$ cat src/rtl/ook_burst_sequencer.sv
// OOK burst sequencer: FIFO-buffered payload bytes are serialised MSB-first at a programmable symbol
// period, and each burst is closed by a carrier-off guard gap. OOK_PREAMBLE_EN adds a PREAMBLE byte per burst.
module ook_burst_sequencer #(
  parameter int DEPTH    = 4,
  parameter int GAP_SYMS = 8
`ifdef OOK_PREAMBLE_EN
  ,
  parameter logic [7:0] PREAMBLE = 8'hAA
`endif
) (
  input  logic                    clk,
  input  logic                    rst,
  input  logic [7:0]              in_data,
  input  logic                    in_valid,
  output logic                    in_ready,
  input  logic [15:0]             sym_div,
  input  logic                    abort,
  output logic                    ook_data,
  output logic                    sym_strobe,
  output logic                    busy,
  output logic                    burst_done,
  output logic [$clog2(DEPTH):0]  fifo_count
);

  localparam int PW = $clog2(DEPTH);
  localparam int CW = PW + 1;
  localparam int GW = $clog2(GAP_SYMS + 1);

`ifdef OOK_PREAMBLE_EN
  typedef enum logic [1:0] {IDLE, PRE, DATA, GAP} state_t;
`else
  typedef enum logic [1:0] {IDLE, DATA, GAP} state_t;
`endif

  logic [7:0]    mem [DEPTH];
  logic [PW-1:0] wr_ptr;
  logic [PW-1:0] rd_ptr;
  logic          push;
  logic          pop;
  logic          full;
  logic [7:0]    head;

  state_t        state, state_next;
  logic [15:0]   div, div_next;
  logic [15:0]   sym_cnt, sym_cnt_next;
  logic [2:0]    bit_cnt, bit_cnt_next;
  logic [GW-1:0] gap_cnt, gap_cnt_next;
  logic [7:0]    shift, shift_next;
  logic          ook_next;
  logic          strobe_next;
  logic          done_next;
  logic          more;

  assign full     = (fifo_count == CW'(DEPTH));
  assign in_ready = !full && !abort;
  assign push     = in_valid && in_ready;
  assign head     = mem[rd_ptr];

  always_ff @(posedge clk) begin
    if (push) begin
      mem[wr_ptr] <= in_data;
    end
  end

  // Abort flushes the FIFO by collapsing both pointers; storage contents are left stale.
  always_ff @(posedge clk or negedge rst) begin
    if (!rst) begin
      wr_ptr     <= '0;
      rd_ptr     <= '0;
      fifo_count <= '0;
    end else if (abort) begin
      wr_ptr     <= '0;
      rd_ptr     <= '0;
      fifo_count <= '0;
    end else begin
      if (push) begin
        wr_ptr <= wr_ptr + 1'b1;
      end
      if (pop) begin
        rd_ptr <= rd_ptr + 1'b1;
      end
      case ({push, pop})
        2'b10:   fifo_count <= fifo_count + 1'b1;
        2'b01:   fifo_count <= fifo_count - 1'b1;
        default: fifo_count <= fifo_count;
      endcase
    end
  end

  always_ff @(posedge clk or negedge rst) begin
    if (!rst) begin
      state      <= IDLE;
      div        <= 16'd1;
      sym_cnt    <= '0;
      bit_cnt    <= '0;
      gap_cnt    <= '0;
      shift      <= '0;
      ook_data   <= 1'b0;
      sym_strobe <= 1'b0;
      busy       <= 1'b0;
      burst_done <= 1'b0;
    end else begin
      state      <= state_next;
      div        <= div_next;
      sym_cnt    <= sym_cnt_next;
      bit_cnt    <= bit_cnt_next;
      gap_cnt    <= gap_cnt_next;
      shift      <= shift_next;
      ook_data   <= ook_next;
      sym_strobe <= strobe_next;
      busy       <= (state_next != IDLE);
      burst_done <= done_next;
    end
  end

  // Outputs are computed from the next-cycle view so every output leaves a flop in step with state.
  always_comb begin
    state_next   = state;
    div_next     = div;
    sym_cnt_next = sym_cnt;
    bit_cnt_next = bit_cnt;
    gap_cnt_next = gap_cnt;
    shift_next   = shift;
    ook_next     = ook_data;
    strobe_next  = 1'b0;
    done_next    = 1'b0;
    pop          = 1'b0;
    more         = (fifo_count != '0);
`ifdef OOK_PREAMBLE_EN
    if (state == PRE) begin
      more = 1'b1;
    end
`endif

    if (abort) begin
      state_next = IDLE;
      ook_next   = 1'b0;
    end else begin
      case (state)
        IDLE: begin
          if (fifo_count != '0) begin
            div_next     = (sym_div == 16'd0) ? 16'd1 : sym_div;
            sym_cnt_next = div_next - 16'd1;
            bit_cnt_next = 3'd0;
            strobe_next  = 1'b1;
`ifdef OOK_PREAMBLE_EN
            state_next   = PRE;
            shift_next   = PREAMBLE;
`else
            state_next   = DATA;
            shift_next   = head;
            pop          = 1'b1;
`endif
            ook_next     = shift_next[7];
          end
        end

`ifdef OOK_PREAMBLE_EN
        PRE,
`endif
        DATA: begin
          if (sym_cnt != 16'd0) begin
            sym_cnt_next = sym_cnt - 16'd1;
          end else begin
            sym_cnt_next = div - 16'd1;
            strobe_next  = 1'b1;
            if (bit_cnt != 3'd7) begin
              bit_cnt_next = bit_cnt + 3'd1;
              shift_next   = {shift[6:0], 1'b0};
            end else if (more) begin
              bit_cnt_next = 3'd0;
              shift_next   = head;
              pop          = 1'b1;
              state_next   = DATA;
            end else begin
              shift_next   = '0;
              gap_cnt_next = GW'(GAP_SYMS - 1);
              state_next   = GAP;
            end
            ook_next = shift_next[7];
          end
        end

        // Guard gap: carrier stays off; gap_cnt holds the number of gap symbols still to come.
        GAP: begin
          ook_next = 1'b0;
          if (sym_cnt != 16'd0) begin
            sym_cnt_next = sym_cnt - 16'd1;
          end else if (gap_cnt != '0) begin
            gap_cnt_next = gap_cnt - 1'b1;
            sym_cnt_next = div - 16'd1;
            strobe_next  = 1'b1;
          end else begin
            state_next = IDLE;
            done_next  = 1'b1;
          end
        end

        default: begin
          state_next = IDLE;
          ook_next   = 1'b0;
        end
      endcase
    end
  end

endmodule
$ cat config.mk
export PLATFORM = sky130hd
export DESIGN_NAME = ook_burst_sequencer
export DESIGN_NICKNAME = d
export VERILOG_FILES = /design/src/rtl/ook_burst_sequencer.sv
export SDC_FILE = /design/constraint.sdc
export NUM_CORES = 1
export LEC_CHECK = 0
export BUFFER_PORTS_ARGS = -buffer_cell sky130_fd_sc_hd__buf_2
export CORE_AREA = 10 10 109 111
export CTS_BUF_LIST = sky130_fd_sc_hd__clkbuf_4
export DETAILED_ROUTE_END_ITERATION = 8
export DIE_AREA = 0 0 119 121
export PLACE_DENSITY = 0.75
export SYNTH_ARGS = -nofsm -noshare
export SYNTH_HDL_FRONTEND = slang
export SYNTH_SLANG_ARGS = --single-unit
$ cat constraint.sdc
create_clock -name clk -period 9.4 [get_ports clk]
set_input_delay 0.47 -clock clk [delete_from_list [all_inputs] [get_ports clk]]
set_output_delay 0.47 -clock clk [all_outputs]
set_load 0.01 [all_outputs]
==> run_results.csv <==
group,metric,value,unit
global_route,globalRouteTotalUtil,0.141,
critical_path,reg2regPathDepth,12,
critical_path,end_kind,"register",
routing,initialDrtViolationCount,257,
clock_tree,clk_pin_slew,0.14,ns
critical_path,worstPathRequired,9.72,ns
floorplan,num_rows,36,
job,maxCapViolCount,0,
clock_tree,cts.sinks,91,
sta,whs,0.158,ns
clock_tree,ctsRootBufferMaster,"clkbuf_4",
global_route,overflow,0,
final_layout,nNetsFinal,499,
critical_path,crit_family,"simple AND/OR/NAND/NOR gates",
sta,worst_pin_slew,0.760,ns
floorplan,fp.dieH,121,µm
global_route,grt_pass1_wl,16.9,mm
synthesis,yosys_warnings,0,
synthesis,synthCells,428,
synthesis,synth.largest_area_cell,"dfrtp_1",
critical_path,critPathKind,"reg -> reg",
final_layout,n_antenna_cell,0,
placed_design,dpl.cell_count,580,
clock_tree,postCtsSetupRepairBufs,0,
synthesis,yosys-top-cells-area,"dfrtp_1 31%, edfxtp_1 20%, mux2_2 4.3%",
critical_path,slowest_delay,0.73,ns
placed_design,io_buffers,35,
routing,wl,9.71,mm
global_route,grt_busiest_layer,"met2",
global_route,grt_pass1_vias,3471,
global_route,antenna_found_initial,0,
sta,fin_crit,3.72,ns
synthesis,synthAdderAreaFrac,0.0361,
power_and_ir_drop,power_density,289,nW/µm²
hold_path,min_path_type,"in -> async",
floorplan,initial_core_util,0.489,
critical_path,slowest_stage,"and4_1",
synthesis,syn_area,4720,µm²
global_route,grt.met2_usage,0.242,
sta,hold_viol,0,
synthesis,async_flop_share,0.648,
synthesis,synth-simple-area-share,0.152,
synthesis,synth_top_family_by_area,"simple AND/OR/NAND/NOR gates",
final_layout,drive_gt1_frac,0.201,
routing,routedWlPerCell,16.3,µm
clock_tree,postCtsHoldBufs,0,
routing,via_per_inst,5.81,
routing,drt-pass1-iter-count,5,
sta,relSlewSlack,0.493,
critical_path,crit_chain,"nor4_1 > and4_1 > a21oi_1 > mux2i_1 > inv_1 > ha_1 > nor3b_1 > o31ai_1 > o2bb2ai_1 > nor3_1 > xnor2_1 > mux2_2",
synthesis,synth_xor_area_frac,0.0260,
placed_design,dp_hpwl,6.96,mm
sta,setup_violations,0,
synthesis,synth_edf_count,32,
critical_path,cp_max_fo,19,
floorplan,io-pin-count,36,
synthesis,muxShareOfSynthArea,0.0971,
critical_path,start_kind,"register",
critical_path,cp.arrival,4.04,ns
global_route,grt_max_degree,60,
routing,ant_nets,0,
global_route,gr-usage-met1,0.173,
floorplan,design.core.area,9640,µm²
power_and_ir_drop,ir_worst_vdd,0.000117,V
clock_tree,cts_made_buffers,9,
floorplan,die-area,14400,µm²
final_layout,area_growth_syn_to_layout,10.0,%
critical_path,critical_path_depth,12,
clock_tree,tritoncts,"built",
synthesis,synthFlopType,"dfrtp_1",
clock_tree,clk_path_buf_depth,2,
routing,post-route-drc-count,0,
clock_tree,worst_skew_pair.late_latency,0.43,ns
sta,fin_setup_tns,0,ns
floorplan,die_x,119,µm
synthesis,yosysTopAreaCellShare,0.308,
final_layout,fillers,851,
placed_design,place_congestion,0.881,
sta,fin_skew,0.0141,ns
sta,drv_slew,0,
critical_path,critical_path_buf_inv_count,1,
clock_tree,cts_resized,0,
synthesis,ys_seq_area_frac,0.517,
clock_tree,cts_max_level,3,
run_status,outcome,"finished clean",
routing,vias,3460,
final_layout,fin_cells,596,
synthesis,synth-compound-area-share,0.144,
global_route,use_met3,0.0377,
sta,rsz0062_at_grt,"false",
sta,timing.final.crit_share,0.395,
synthesis,avgSynthCellArea,11.0,µm²
synthesis,syn-num-nets,469,
synthesis,ys_types,61,
sta,max_freq,0.269,GHz
power_and_ir_drop,p_leak,2.05,nW
synthesis,synth_seq_cells,91,
-- report_power, final --
group	internal [mW]	leakage, nW	total, mW	switching (mW)
clock network	0.139	0.101	0.268	0.129
registers	0.525	1.01	0.633	0.108
logic	0.267	0.942	0.598	0.331
total	0.930	2.05	1.50	0.568
-- cell usage after synthesis, types with 3 or more instances --
cell,number
a21oi_1,34
a22oi_1,11
a31oi_1,4
and2_1,3
and3_1,4
buf_2,4
clkbuf_1,14
dfrtp_1,58
edfxtp_1,32
ha_1,12
inv_1,11
mux2_2,18
mux2i_1,6
mux4_2,8
nand2_1,32
nand2b_1,6
nand3_1,6
nor2_1,41
nor2b_1,4
nor3_1,6
nor3b_1,5
nor4_1,8
o211ai_1,4
o21ai_0,30
o22ai_1,3
or3_1,5
or4_1,4
xnor2_1,11
xor2_1,3
-- layer usage --
| metal | vias to the layer above | routed length, µm |
|---|---|---|
| li1 | 1649 | - |
| met1 | 1697 | 4170 |
| met2 | 105 | 4960 |
| met3 | 9 | 464 |
| met4 | 0 | 111 |
| met5 | - | 0 |
-- stage by stage --
| stage | util | cell area [µm²] | power (mW) | setup WS, ns |
|---|---|---|---|---|
| 6_report | 0.538 | 5190 | 1.50 | 5.68 |
| 5_1_grt | 0.538 | 5190 | 1.62 | 5.43 |
| 4_1_cts | 0.538 | 5190 | 1.51 | 5.74 |
| 3_5_place_dp | 0.519 | 5000 | 1.24 | 5.78 |
| 3_3_place_gp | 0.519 | 5000 | 1.22 | 5.92 |
| 2_1_floorplan | - | 4720 | 1.09 | 5.87 |
-- registers in the layout (all words and copies together), names as in the netlist --
name        cells
sym_strobe      1
burst_done      1
wr_ptr          2
busy            1
shift           7
sym_cnt        16
bit_cnt         3
rd_ptr          2
ook_data        1
mem            32
div            16
state           2
gap_cnt         4
fifo_count      3
-- cell usage in the layout, fill, tap and decap left out, types with 5 or more instances in the layout --
cell type | synthesis | layout
dfrtp_1 | 58 | 58
nor2_1 | 41 | 41
buf_2 | 4 | 35
a21oi_1 | 34 | 34
nand2_1 | 32 | 32
edfxtp_1 | 32 | 32
o21ai_0 | 30 | 30
mux2_2 | 18 | 18
ha_1 | 12 | 12
inv_1 | 11 | 11
a22oi_1 | 11 | 11
xnor2_1 | 11 | 11
clkbuf_4 | 0 | 10
nor4_1 | 8 | 8
mux4_2 | 8 | 8
nor3_1 | 6 | 6
mux2i_1 | 6 | 6
nand3_1 | 6 | 6
nand2b_1 | 6 | 6
or3_1 | 5 | 5
nor3b_1 | 5 | 5
-- cell families after synthesis --
| kind of cell | count (synthesis) |
|---|---|
| compound gates | 109 |
| xor+xnor | 14 |
| fa+ha+maj | 13 |
| buf+inv | 31 |
| flops | 91 |
| mux | 33 |
| simple gates | 137 |
-- worst paths after layout --
kind / start / endpoint / slack [ns]
worst max-delay path: sym_cnt[4] / sym_cnt[12] / 5.68
worst min-delay path: rst / state[0] / 0.16
worst max register to register: sym_cnt[4] / sym_cnt[12] / 5.68
worst min register to register: bit_cnt[0] / bit_cnt[0] / 0.51
max in group asynchronous: rst / gap_cnt[3] / 8.71
min in group clk: in_data[0] / mem[3][0] / 0.24
-- layout make-up --
cell class	count	area [µm²]	area share
Sequential cell	91	2440	0.470
Multi-Input combinational cell	306	2150	0.414
Timing Repair Buffer	39	205	0.0395
Tap cell	133	166	0.0321
Clock inverter	6	113	0.0217
Clock buffer	10	75.1	0.0145
Inverter	11	41.3	0.00796
Power figures use the tool's default switching activity.
